--- src/rtl/minmax_stream_tracker.sv ---
// Framed min/max/sum tracker: accepts len samples over valid/ready and reports
// running extremes with first-occurrence indices, running sum and sample count.
module minmax_stream_tracker #(
  parameter int WIDTH  = 32,
  parameter bit SIGNED = 1'b1,
  parameter int CNT_W  = 16
) (
  input  logic                   clk,
  input  logic                   rst,
  input  logic                   start,
  input  logic [CNT_W-1:0]       len,
  input  logic                   in_valid,
  input  logic [WIDTH-1:0]       in_data,
  output logic                   in_ready,
  output logic [WIDTH-1:0]       min,
  output logic [WIDTH-1:0]       max,
  output logic [CNT_W-1:0]       min_idx,
  output logic [CNT_W-1:0]       max_idx,
  output logic [WIDTH+CNT_W-1:0] sum,
  output logic [CNT_W-1:0]       count,
  output logic                   busy,
  output logic                   done
);

  localparam int SUM_W = WIDTH + CNT_W;
  localparam logic [WIDTH-1:0] MAXV = SIGNED ? {1'b0, {(WIDTH-1){1'b1}}} : {WIDTH{1'b1}};
  localparam logic [WIDTH-1:0] MINV = SIGNED ? {1'b1, {(WIDTH-1){1'b0}}} : {WIDTH{1'b0}};

  typedef enum logic [1:0] {S_IDLE, S_RUN, S_DONE} state_t;

  state_t           r_state;
  logic [CNT_W-1:0] r_len;
  logic [WIDTH-1:0] r_min;
  logic [WIDTH-1:0] r_max;
  logic [CNT_W-1:0] r_minIdx;
  logic [CNT_W-1:0] r_maxIdx;
  logic [SUM_W-1:0] r_sum;
  logic [CNT_W-1:0] r_count;
  logic             r_inReady;
  logic             r_busy;
  logic             r_done;

  logic             w_accept;
  logic             w_less;
  logic             w_greater;
  logic             w_last;
  logic [SUM_W-1:0] w_ext;

  assign w_accept  = (r_state == S_RUN) && in_valid;
  assign w_less    = SIGNED ? ($signed(in_data) < $signed(r_min)) : (in_data < r_min);
  assign w_greater = SIGNED ? ($signed(in_data) > $signed(r_max)) : (in_data > r_max);
  assign w_last    = (r_count == (r_len - {{(CNT_W-1){1'b0}}, 1'b1}));
  assign w_ext     = SIGNED ? {{CNT_W{in_data[WIDTH-1]}}, in_data} : {{CNT_W{1'b0}}, in_data};

  // Strict compares keep the earliest index on ties; a zero-length start goes straight to DONE.
  always_ff @(posedge clk or posedge rst) begin
    if (rst) begin
      r_state   <= S_IDLE;
      r_len     <= '0;
      r_min     <= MAXV;
      r_max     <= MINV;
      r_minIdx  <= '0;
      r_maxIdx  <= '0;
      r_sum     <= '0;
      r_count   <= '0;
      r_inReady <= 1'b0;
      r_busy    <= 1'b0;
      r_done    <= 1'b0;
    end else begin
      case (r_state)
        S_IDLE: begin
          r_done <= 1'b0;
          if (start) begin
            r_len    <= len;
            r_min    <= MAXV;
            r_max    <= MINV;
            r_minIdx <= '0;
            r_maxIdx <= '0;
            r_sum    <= '0;
            r_count  <= '0;
            r_busy   <= 1'b1;
            if (len != '0) begin
              r_state   <= S_RUN;
              r_inReady <= 1'b1;
            end else begin
              r_state <= S_DONE;
              r_done  <= 1'b1;
            end
          end
        end
        S_RUN: begin
          if (w_accept) begin
            if (w_less) begin
              r_min    <= in_data;
              r_minIdx <= r_count;
            end
            if (w_greater) begin
              r_max    <= in_data;
              r_maxIdx <= r_count;
            end
            r_sum   <= r_sum + w_ext;
            r_count <= r_count + {{(CNT_W-1){1'b0}}, 1'b1};
            if (w_last) begin
              r_state   <= S_DONE;
              r_inReady <= 1'b0;
              r_done    <= 1'b1;
            end
          end
        end
        S_DONE: begin
          r_state   <= S_IDLE;
          r_inReady <= 1'b0;
          r_busy    <= 1'b0;
          r_done    <= 1'b0;
        end
        default: begin
          r_state   <= S_IDLE;
          r_inReady <= 1'b0;
          r_busy    <= 1'b0;
          r_done    <= 1'b0;
        end
      endcase
    end
  end

  assign in_ready = r_inReady;
  assign min      = r_min;
  assign max      = r_max;
  assign min_idx  = r_minIdx;
  assign max_idx  = r_maxIdx;
  assign sum      = r_sum;
  assign count    = r_count;
  assign busy     = r_busy;
  assign done     = r_done;

endmodule
--- config.mk ---
export PLATFORM = sky130hd
export DESIGN_NAME = minmax_stream_tracker
export DESIGN_NICKNAME = d
export VERILOG_FILES = /design/src/rtl/minmax_stream_tracker.sv
export SDC_FILE = /design/constraint.sdc
export NUM_CORES = 1
export LEC_CHECK = 0
export CAP_MARGIN = 10
export CORE_ASPECT_RATIO = 0.5
export CORE_MARGIN = 4
export CORE_UTILIZATION = 53
export DETAILED_ROUTE_END_ITERATION = 12
export PLACE_DENSITY = 0.91
export SLEW_MARGIN = 40
export SYNTH_ARGS = -nofsm -noshare
export SYNTH_HDL_FRONTEND = slang
export SYNTH_SLANG_ARGS = --single-unit
--- constraint.sdc ---
create_clock -name clk -period 8.6 [get_ports clk]
set_clock_uncertainty 0.1 [all_clocks]
set_input_delay 1.72 -clock clk [delete_from_list [all_inputs] [get_ports clk]]
set_output_delay 1.72 -clock clk [all_outputs]
set_load 0.01 [all_outputs]
==> impl_metrics.toml, run 1 <==
[drt]
drtPass1Iterations = 7
drt-total-wl_um = 34100
wl_per_cell_um = 20.2
drt_iter0_markers = 971
vias = 10400
drc = 0
ant_nets = 0
vias_per_cell = 6.17

[critical_path]
critPathLaunchType = "input pin"
r2r-end = "max[11]"
critPathMaxFanout = 29
cp.required_ps = 8870
regToRegSetupSlack_ps = 4840
critPathMaxStageDelay_ps = 510
critical_path_class = "input pin to flop"
slowest_stage = "clkdlybuf4s50_1"
crit_path_end_kind = "flop"
r2r_start = "max[9]"
ff2ff_path_depth = 13
worst_ep_arrival_time_ps = 5420
path_cells = "clkdlybuf4s50_1 -> ha_1 -> a21o_1 -> a21o_1 -> a21oi_1 -> o21ai_1 -> a221oi_1 -> o221ai_1 -> o21ai_1 -> nor2_1 -> o21ai_4 -> buf_4 -> a22o_1"

[clocking]
cts_tree = "built"
numCtsBuffers = 17
cts_resized = 0
h-tree-depth = 4
insertion_delay_ps = 440
clock_path_buffers = 2
path_clk_slew_ps = 70
cts_sinks = 181
cts.hold.buffers_added = 0
post-cts-setup-buffers = 0
cts_root_buf = "clkbuf_16"

[logic_synthesis]
yosysMostFrequentCell = "dfrtp_1"
yosysWarnings = 0
avgSynthCellArea_um2 = 9.38
synth_common_cells = "dfrtp_1, nand2_1, ha_1"
ys_seq_elements = 181
synth_fp_nets = 1376
syn_area_um2 = 11400
yosysSeqAreaShare_pct = 40.2
async_flop_share_pct = 100
ys.flop_type = "dfrtp_1"
netlist_top_cells_area = "dfrtp_1, ha_1, dfstp_2"
synth-edff-count = 0
synth_cell_types = 73
synth_top_cell_by_area = "dfrtp_1"
synthCells = 1211
netlist.area_leader.share_pct = 32.8

[job]
maxCapViolations = 0

[grt]
grt_pass1_vias = 10600
grt_max_degree = 110
antenna_found_initial = 0
grt_pass1_wl_um = 55900
grt_overflow = 0
track_usage_pct = 28.4

[timing]
rsz0062_at_grt = "no"
fin_setup_tns_ps = 0
slew_headroom_pct = 46.3
finalCriticalPeriod_ps = 5140
finalSetupViolCount = 0
hold_viol_final = 0
hold_slack_ps = 397
max_freq_mhz = 194
report.final.slew_viol_count = 0
fin_crit_sh_pct = 59.8
worst_slew_pin_slew_ps = 805

[die]
row_count = 37
dieArea_um2 = 24000
initial_core_util_pct = 54.7
core-area_um2 = 20800
io_pins = 215
fp.dieH_um = 112
die_x_um = 215

[power]
switching_share_pct = 42.9
power.internal_w = 0.00276
pwr-share-clk_pct = 16.2
power_leakage_nw = 6.68
power.density_nw_per_um2 = 337
seq_power_share_pct = 30.0
combinationalPowerShare_pct = 53.8
ir_drop_mv = 0.213
switchingPower_w = 0.00207

[placement]
gp_congestion = 0.920
dp_hpwl_um = 25000
io_buffers = 214

[finish]
final_nets = 1566
syn_to_final_growth_pct = 26.1
n_antenna_cell = 0
final_layout_size_suffix_gt1_share_pct = 6.58

[min_path]
hold_depth = 2
min_path_type = "flop to flop"
holdPathEnd = "min[3]"
hp-start = "min[3]"

[outcome]
status = "completed"
[worst max-delay path by stage]
stage                     depth (start not counted)          to  slack (ps)  startpoint
after floorplan                                   1        busy        1920         rst
after global placement                           14     sum[44]        3240  in_data[0]
after detailed placement                         13     max[11]        3050  in_data[9]
after CTS                                        13  max_idx[7]        3510  in_data[9]
after global routing                             13      max[2]        3250  in_data[9]
final                                            13     max[11]        3460  in_data[9]
[stage by stage]
step | setup WS, ps | instance area [µm²] | utilization (%) | cells | power, W
floorplan | 1920 | 11400 | - | 1211 | 0.00300
global placement | 3240 | 13700 | 66.1 | 1654 | 0.00388
detailed placement | 3050 | 13800 | 66.2 | 1654 | 0.00399
CTS | 3510 | 14300 | 68.9 | 1686 | 0.00479
global route | 3250 | 14300 | 69.0 | 1687 | 0.00515
finish | 3460 | 14300 | 69.0 | 1687 | 0.00482
[registers in the layout, indices dropped and copies added, names as in the netlist, 2 cells and up]
register	count
count	16
max	32
max_idx	16
min	32
min_idx	16
r_len	16
r_state	2
sum	48
[worst max-delay path, delay by kind of cell]
kind	cells	cell delay (ps)
simple gates	1	120
compound gates	9	2190
buf+inv	2	970
fa+ha+maj	1	370
[cells by family (layout without fill, tap and decap cells)]
logic type      count (synthesis)  in the layout  share of synthesized area, %
xor+xnor                       74             74                          5.70
buf+inv                       140            343                          4.70
fa+ha+maj                     113            113                          12.5
simple gates                  317            317                          13.3
compound gates                385            385                          23.5
mux                             1              1                        0.0881
flops                         181            181                          40.2
[layer usage]
layer	up-vias	global-route usage, %	wire length [µm]
met5	-	0	0
met4	0	10.5	1020
met3	79	5.10	2380
met2	440	48.2	16500
met1	5147	36.9	14200
li1	4744	-	-
[cells in the final DEF (no fill, tap or decap), types with 4 or more instances in the layout]
| master | n |
|---|---|
| a211oi_1 | 6 |
| a21o_1 | 48 |
| a21oi_1 | 70 |
| a22o_1 | 67 |
| a2bb2oi_1 | 29 |
| a31oi_1 | 6 |
| and2_1 | 6 |
| buf_4 | 7 |
| clkbuf_16 | 17 |
| clkdlybuf4s50_1 | 214 |
| dfrtp_1 | 149 |
| dfstp_2 | 32 |
| ha_1 | 112 |
| inv_1 | 87 |
| inv_6 | 7 |
| nand2_1 | 140 |
| nand2b_1 | 17 |
| nand3_1 | 19 |
| nand4_1 | 28 |
| nor2_1 | 52 |
| nor2b_1 | 9 |
| nor3_1 | 9 |
| nor4_1 | 9 |
| o21a_1 | 5 |
| o21ai_0 | 70 |
| o21ai_1 | 26 |
| o21bai_1 | 7 |
| o31ai_1 | 4 |
| or3_1 | 6 |
| xnor2_1 | 44 |
| xor2_1 | 30 |
[final cells by class]
cell class                      instances  area (µm²)
Fill cell                            1532        6450
Multi-Input combinational cell        890        6300
Sequential cell                       181        4570
Timing Repair Buffer                  223        2220
Clock buffer                           18         429
Tap cell                              273         342
Inverter                               88         338
Clock inverter                         14         139
[power groups by stage]
stage | Combinational, W | Clock (W) | Sequential (W)
after floorplan | 0.00153 | 0 | 0.00147
after global placement | 0.00244 | 0 | 0.00144
after detailed placement | 0.00254 | 0 | 0.00145
after CTS | 0.00257 | 0.000781 | 0.00144
after global routing | 0.00284 | 0.000827 | 0.00148
final | 0.00259 | 0.000780 | 0.00145
(Power assumes the default switching activity.)
==> run 2, diff against run 1 <==
==> constraint.sdc (replaced) <==
create_clock -name clk -period 4.85 [get_ports clk]
set_clock_uncertainty 0.1 [all_clocks]
set_input_delay 0.97 -clock clk [delete_from_list [all_inputs] [get_ports clk]]
set_output_delay 0.97 -clock clk [all_outputs]
set_load 0.01 [all_outputs]
==> run 2 against run 1 <==
  * Utilization grew 0.66 points
  * Die area is the same
  * Sequential power is 76% higher
  * Hold slack gained 3.6 ps
  * Routed wire length up 5.2%
  * Critical path depth is 1 lower
  * First-iteration DRC count grew 24%
  * Final cell count grew 0.65%
  * Global-route usage grew 1.2 points
  * Cell area up 0.95%
  * Total power increased by 81%
  * Critical endpoint is now sum[47]
  * Largest power group unchanged
==> impl_metrics.toml, run 2 (synthesis results as in run 1) <==
[outcome]
status = "completed"

[grt]
track_usage_pct = 29.7
grt_pass1_vias = 11000
grt_pass1_wl_um = 58300
antenna_found_initial = 0
grt_overflow = 0
grt_max_degree = 72

[critical_path]
cp_top_family = "compound AO/OA/AOI/OAI gates"
critPathMaxFanout = 8
cp.depth = 12
cp.required_ps = 5080
regToRegSetupSlack_ps = 1120
r2r_start = "sum[18]"
worst_ep_arrival_time_ps = 4710
critPathMaxStageDelay_ps = 570
critPathLaunchType = "input pin"
crit_start = "in_data[18]"
slowest_stage = "clkdlybuf4s50_1"
crit_top_cell = "o21ai_1"
path_buf_inv = 1
crit_end = "sum[47]"
crit_path_end_kind = "flop"
critical_path_class = "input pin to flop"
path_cells = "clkdlybuf4s50_1 -> ha_1 -> a21oi_1 -> o21ai_1 -> a221o_1 -> a31oi_1 -> and4_1 -> a211oi_1 -> o41ai_1 -> xnor2_1 -> o21ai_1 -> a22o_1"
r2r-end = "sum[47]"
ff2ff_path_depth = 11

[die]
fp.dieH_um = 112
dieArea_um2 = 24000
initial_core_util_pct = 54.7
core-area_um2 = 20800
io_pins = 215
die_x_um = 215
row_count = 37

[clocking]
insertion_delay_ps = 450
numCtsBuffers = 17
clock_path_buffers = 2
cts_tree = "built"
cts_sinks = 181
post-cts-setup-buffers = 0
cts.hold.buffers_added = 0
path_clk_slew_ps = 80
cts_resized = 0
h-tree-depth = 4
cts_root_buf = "clkbuf_16"

[finish]
mostFrequentLayoutCells = "clkdlybuf4s50_1, dfrtp_1, nand2_1, ha_1, inv_1"
syn_to_final_growth_pct = 27.3
largest_register_ff_count = 48
multi_input_area_um2 = 6290
finalNonFillerCells = 1698
fillers = 1410
final_layout_size_suffix_gt1_share_pct = 7.30
n_antenna_cell = 0
final_nets = 1577
regArea_um2 = 4570
layout_commonest_cell = "clkdlybuf4s50_1"

[timing]
report.final.slew_viol_count = 0
finalCriticalPeriod_ps = 4480
hold_viol_final = 0
finalSetupViolCount = 0
slew_headroom_pct = 53.5
worst_slew_pin_slew_ps = 695
fin_setup_tns_ps = 0
rsz0062_at_grt = "no"
fin_crit_sh_pct = 92.4
max_freq_mhz = 223

[placement]
dp.cells = 1666
gp_congestion = 0.963
dp_hpwl_um = 26100
io_buffers = 214

[power]
power_leakage_nw = 6.76
ir_drop_mv = 0.401
power.density_nw_per_um2 = 605

[drt]
drt-total-wl_um = 35900
drtPass1Iterations = 6
drt_iter0_markers = 1204
ant_nets = 0
vias = 10800
vias_per_cell = 6.36
drc = 0
wl_per_cell_um = 21.1

[min_path]
min_path_type = "flop to flop"

[job]
maxCapViolations = 0
==> run 2: cell types whose count changed in the layout (fill, tap and decap cells not counted), moves of 2 or more <==
cell      previous run  this run
inv_8                2         7
clkinv_8             0         3
buf_6                2         0
inv_6                7         2
buf_4                7        17
buf_12               0         3
==> run 2: through the flow <==
| step | worst slack (ps) | total power, W | instance area (µm²) | hold WS (ps) | utilization (%) |
|---|---|---|---|---|---|
| 2_1_floorplan | 1200 | 0.00532 | 11400 | 354 | - |
| 3_3_place_gp | 331 | 0.00691 | 13800 | 381 | 66.6 |
| 3_5_place_dp | 167 | 0.00717 | 13900 | 387 | 66.7 |
| 4_1_cts | 544 | 0.00866 | 14500 | 398 | 69.6 |
| 5_1_grt | 151 | 0.00928 | 14500 | 423 | 69.6 |
| 6_report | 370 | 0.00875 | 14500 | 401 | 69.6 |
==> run 2: worst min-delay path by stage <==
| stage | start | endpoint | slack [ps] | cells after the start |
|---|---|---|---|---|
| detailed placement | min[27] | min[27] | 390 | 2 |
| global route | min[21] | min[21] | 420 | 2 |
| CTS | min[27] | min[27] | 400 | 2 |
| finish | min[27] | min[27] | 400 | 2 |
| global placement | min[24] | min[24] | 380 | 2 |
| floorplan | r_state[1] | in_ready | 350 | 1 |
==> run 2: worst reg2reg max path, delay by kind of cell (launching register included) <==
family | cells | cell delay, ps
compound gates | 8 | 2110
xor+xnor | 1 | 210
fa+ha+maj | 1 | 400
flops | 1 | 420
simple gates | 1 | 360
==> run 2: layout make-up <==
| type | count | share of cell area (%) |
|---|---|---|
| Clock inverter | 15 | 1.23 |
| Sequential cell | 181 | 31.6 |
| Tap cell | 273 | 2.36 |
| Multi-Input combinational cell | 890 | 43.5 |
| Clock buffer | 17 | 2.94 |
| Inverter | 88 | 2.31 |
| Timing Repair Buffer | 234 | 16.1 |
==> run 2: report_power, final <==
| part | switching (W) | internal [W] |
|---|---|---|
| Combinational | 0.00262 | 0.00214 |
| Sequential | 0.000494 | 0.00206 |
| Clock | 0.000740 | 0.000705 |
| Total | 0.00385 | 0.00490 |
==> run 2: layer usage <==
| layer | routed length [µm] | track usage (%) | vias up |
|---|---|---|---|
| met5 | 0 | 0 | - |
| met4 | 1770 | 15.4 | 0 |
| met3 | 2720 | 5.59 | 150 |
| met2 | 17400 | 50.7 | 599 |
| met1 | 14000 | 36.2 | 5280 |
| li1 | - | - | 4767 |
==> RTL edit 1, RTL diff (flow settings as in run 2) <==
Re-encode `state_t` (3 states) as one-hot, 3 bits wide.
--- a/src/rtl/minmax_stream_tracker.sv
+++ b/src/rtl/minmax_stream_tracker.sv
@@ -26,7 +26,7 @@
   localparam logic [WIDTH-1:0] MAXV = SIGNED ? {1'b0, {(WIDTH-1){1'b1}}} : {WIDTH{1'b1}};
   localparam logic [WIDTH-1:0] MINV = SIGNED ? {1'b1, {(WIDTH-1){1'b0}}} : {WIDTH{1'b0}};
 
-  typedef enum logic [1:0] {S_IDLE, S_RUN, S_DONE} state_t;
+  typedef enum logic [2:0] {S_IDLE = 3'b001, S_RUN = 3'b010, S_DONE = 3'b100} state_t;
 
   state_t           r_state;
   logic [CNT_W-1:0] r_len;
Function: no difference found for any inputs over 4 cycles, from zero or initial values and one cycle with rst high; so few cycles prove little.
==> RTL edit 1 against run 2 <==
Sequential cell count up 1; register-to-register slack better by 0.09 ns; die area barely moved; critical path depth is the same; synthesized area hardly changed; synthesized cell count decreased by 0.74%; routed wire length down 3.9%; design area fell by 0.16%; first-iteration DRC count shrank 9.6%; total power rose by 14%; setup slack gained 0.12 ns; combinational power grew 19%; highest routed layer unchanged.
==> RTL edit 1: results (changes against run 2) <==
first-pass GRT wire length: 56600 µm (-2.9%)
metal3 WL: 2370 µm (-13%)
sw power: 0.00417 W (+8.3%)
GRT Util Overall: 28.8% (-0.90 points)
Pint: 0.00578 W (+18%)
Cell variety after synth: 65 (-11%)
invs w/o clock: 119 (+35%)
Reg area: 4600 µm² (+0.58%)
#MultiIn Comb: 852 (-4.3%)
met1 GRT Util: 38.5% (+2.3 points)
peak supply drop: 0.000304 V (-24%)
Synth Instances: 1202 (-0.74%)
largest net degree at the start of global routing: 106 (+47%)
WP data arrival: 4.56 ns (-0.15 ns)
Final Worst Setup Slack: 0.488 ns (+0.118 ns)
Met1 Routed Length: 14900 µm (+5.9%)
R2R setup slack: 1.21 ns (+0.09 ns)
outcome: completed
metal2 WL: 16100 µm (-7.5%)
layout cells sized above 1: 7.85% (+0.55 points)
multi-input gate area in the final layout: 6150 µm² (-2.2%)
Nets: 1566 (-0.70%)
HPWL Detailed: 25500 µm (-2.3%)
CP max FO: 6 (-2)
M3 GR Usage: 5.24% (-0.35 points)
P_leak: 6.62 nW (-2.1%)
Vias/cell: 6.18 (-2.8%)
clk tree area frac: 4.10% (-0.071 points)
Detailed Route WL: 34500 µm (-3.9%)
Non-clock buffers, area share: 16.0% (-0.095 points)
RTL edit 1: cell types whose count changed after synthesis, moves of 15 or more:
cell and delta:
nand2_1 -35, inv_1 +31, o22a_1 +31, a2bb2oi_1 -29, o21ai_1 -21, a22o_1 -18
o22ai_1 +18, o21ai_0 +15
RTL edit 1: worst paths after layout:
path / from / endpoint / depth (start not counted)
worst max-delay path: in_data[1] / sum[43] / 12
worst min-delay path: sum[47] / sum[47] / 1
worst max register to register: sum[1] / sum[43] / 11
worst min register to register: sum[47] / sum[47] / 1
max in group asynchronous: rst / sum[20] / 4
min in group asynchronous: rst / max_idx[10] / 3
RTL edit 1: cell families (layout without fill, tap and decap cells):
kind of cell             after synthesis  in the layout  share of synthesized area [%]
other                                  0              1                              0
flip-flops                           182            182                           40.5
XOR/XNOR                              77             77                           5.94
buffers and inverters                168            380                           5.64
adder cells (fa/ha/maj)              113            113                           12.5
AO/OA/AOI/OAI                        378            378                           22.5
AND/OR/NAND/NOR                      270            270                           11.6
multiplexers                          14             14                           1.38
==> RTL edit 2, RTL diff (settings of run 2) <==
Without the edit above. Change the parameter `WIDTH` from 32 to 16.
--- a/src/rtl/minmax_stream_tracker.sv
+++ b/src/rtl/minmax_stream_tracker.sv
@@ -1,7 +1,7 @@
 // Framed min/max/sum tracker: accepts len samples over valid/ready and reports
 // running extremes with first-occurrence indices, running sum and sample count.
 module minmax_stream_tracker #(
-  parameter int WIDTH  = 32,
+  parameter int WIDTH  = 16,
   parameter bit SIGNED = 1'b1,
   parameter int CNT_W  = 16
 ) (
Interface: changed (resized in_data, max, min and sum); port bits go from 215 to 151. The function was not compared with the original's and may differ.
==> RTL edit 2 against run 2 <==
Total power is 35% lower; sequential cell count down 48; clock power down 6%; largest cell class unchanged; cell count down 31%; design area is 29% lower; routed wire length is 37% lower; synthesized area is 31% lower; setup slack improved by 0.28 ns; via count shrank 34%; maximum frequency increased by 6.6%; critical path type unchanged.
==> RTL edit 2: results (changes against run 2) <==
Port Buffers: 150 (-30%)
H-tree Lvls: 4 (unchanged)
post-synthesis compound-gate area fraction: 21.3% (-2.2 points)
pre-CTS setup slack: 0.408 ns (+0.241 ns)
WP data arrival: 4.42 ns (-0.29 ns)
crit-path max cell delay: 0.50 ns (-0.07 ns)
outcome: completed
vias in the first global route: 7247 (-34%)
metal3 WL: 1480 µm (-45%)
mux contribution to synthesized area: 2.78% (+2.7 points)
vias: 7140 (-34%)
Non-clock buffers, area share: 15.8% (-0.26 points)
Filler cells: 1019 (-28%)
Non-Filler Instances: 1164 (-31%)
Synth Area in XOR/XNOR: 5.56% (-0.14 points)
Met1 Routed Length: 9770 µm (-30%)
met1 GRT Util: 34.3% (-1.9 points)
ranking of synthesized cells by area: dfrtp_1, ha_1, a22o_1
placed insts: 1132 (-32%)
P_leak: 4.68 nW (-31%)
Cell variety after synth: 59 (-19%)
worst hold slack: 0.401 ns (+0.000125 ns)
clk tree area frac: 5.95% (+1.8 points)
Adder-Cell Fraction of Synth Area: 10.4% (-2.1 points)
Post CTS Setup Buffer Count: 0 (unchanged)
Worst-Margin Slew: 0.739 ns (+0.0440 ns)
clock buffer depth: 2 (unchanged)
Clk pin slew, worst setup/hold paths: 0.06 ns (-0.02 ns)
clk_lat worst skew: 0.43 ns (-0.02 ns)
GPL Wtd Cong: 0.938 (-2.6%)
Synth Instances: 806 (-33%)
Non-CTS buffers: 164 (-30%)
drt initial violations: 707 (-41%)
Final Worst Setup Slack: 0.647 ns (+0.277 ns)
M3 GR Usage: 6.11% (+0.52 points)
multi-input gate area in the final layout: 4190 µm² (-33%)
CP max FO: 4 (-4)
sequential area share after synthesis: 42.5% (+2.3 points)
Slowest cell on crit path: a311oi_1
Reg area: 3350 µm² (-27%)
#MultiIn Comb: 584 (-34%)
metal2 WL: 10900 µm (-37%)
met2 Use GR: 46.2% (-4.4 points)
first-pass GRT wire length: 37400 µm (-36%)
peak supply drop: 0.000283 V (-29%)
Post-synth top cells: dfrtp_1, nand2_1, ha_1
layout cells sized above 1: 9.63% (+2.3 points)
Detailed Route WL: 22800 µm (-37%)
invs w/o clock: 53 (-40%)
seq_cells: 133 (-27%)
GRT Util Overall: 27.2% (-2.5 points)
drt pass-1 iters: 5 (-1)
Mapped Nets: 907 (-34%)
R2R setup slack: 1.31 ns (+0.19 ns)
HPWL Detailed: 16100 µm (-38%)
## RTL edit 2: changes by cell type after synthesis, moves of 17 or more
cell	delta
inv_1	-35
dfrtp_1	-32
a21oi_1	-25
a21o_1	-25
o21ai_0	-19
o21ai_1	-23
nand2_1	-66
ha_1	-48
a22o_1	-17
## RTL edit 2: final timing paths
kind	startpoint	end	depth (start not counted)
worst max-delay path	in_data[0]	sum[24]	12
worst min-delay path	min[4]	min[4]	2
worst max register to register	sum[0]	sum[24]	11
worst min register to register	min[4]	min[4]	2
max in group asynchronous	rst	min[6]	3
min in group asynchronous	rst	min_idx[11]	2
## RTL edit 2: stage by stage
step / cell area, µm² / power, W
floorplan: 7870 / 0.00331
global placement: 9610 / 0.00414
detailed placement: 9610 / 0.00427
CTS: 10200 / 0.00565
global route: 10200 / 0.00601
finish: 10200 / 0.00568
## RTL edit 2: report_power, final
group	leakage, nW	switching, W	internal [W]
registers	1.72	0.000299	0.00142
clock network	0.298	0.000570	0.000782
logic	2.65	0.00143	0.00118
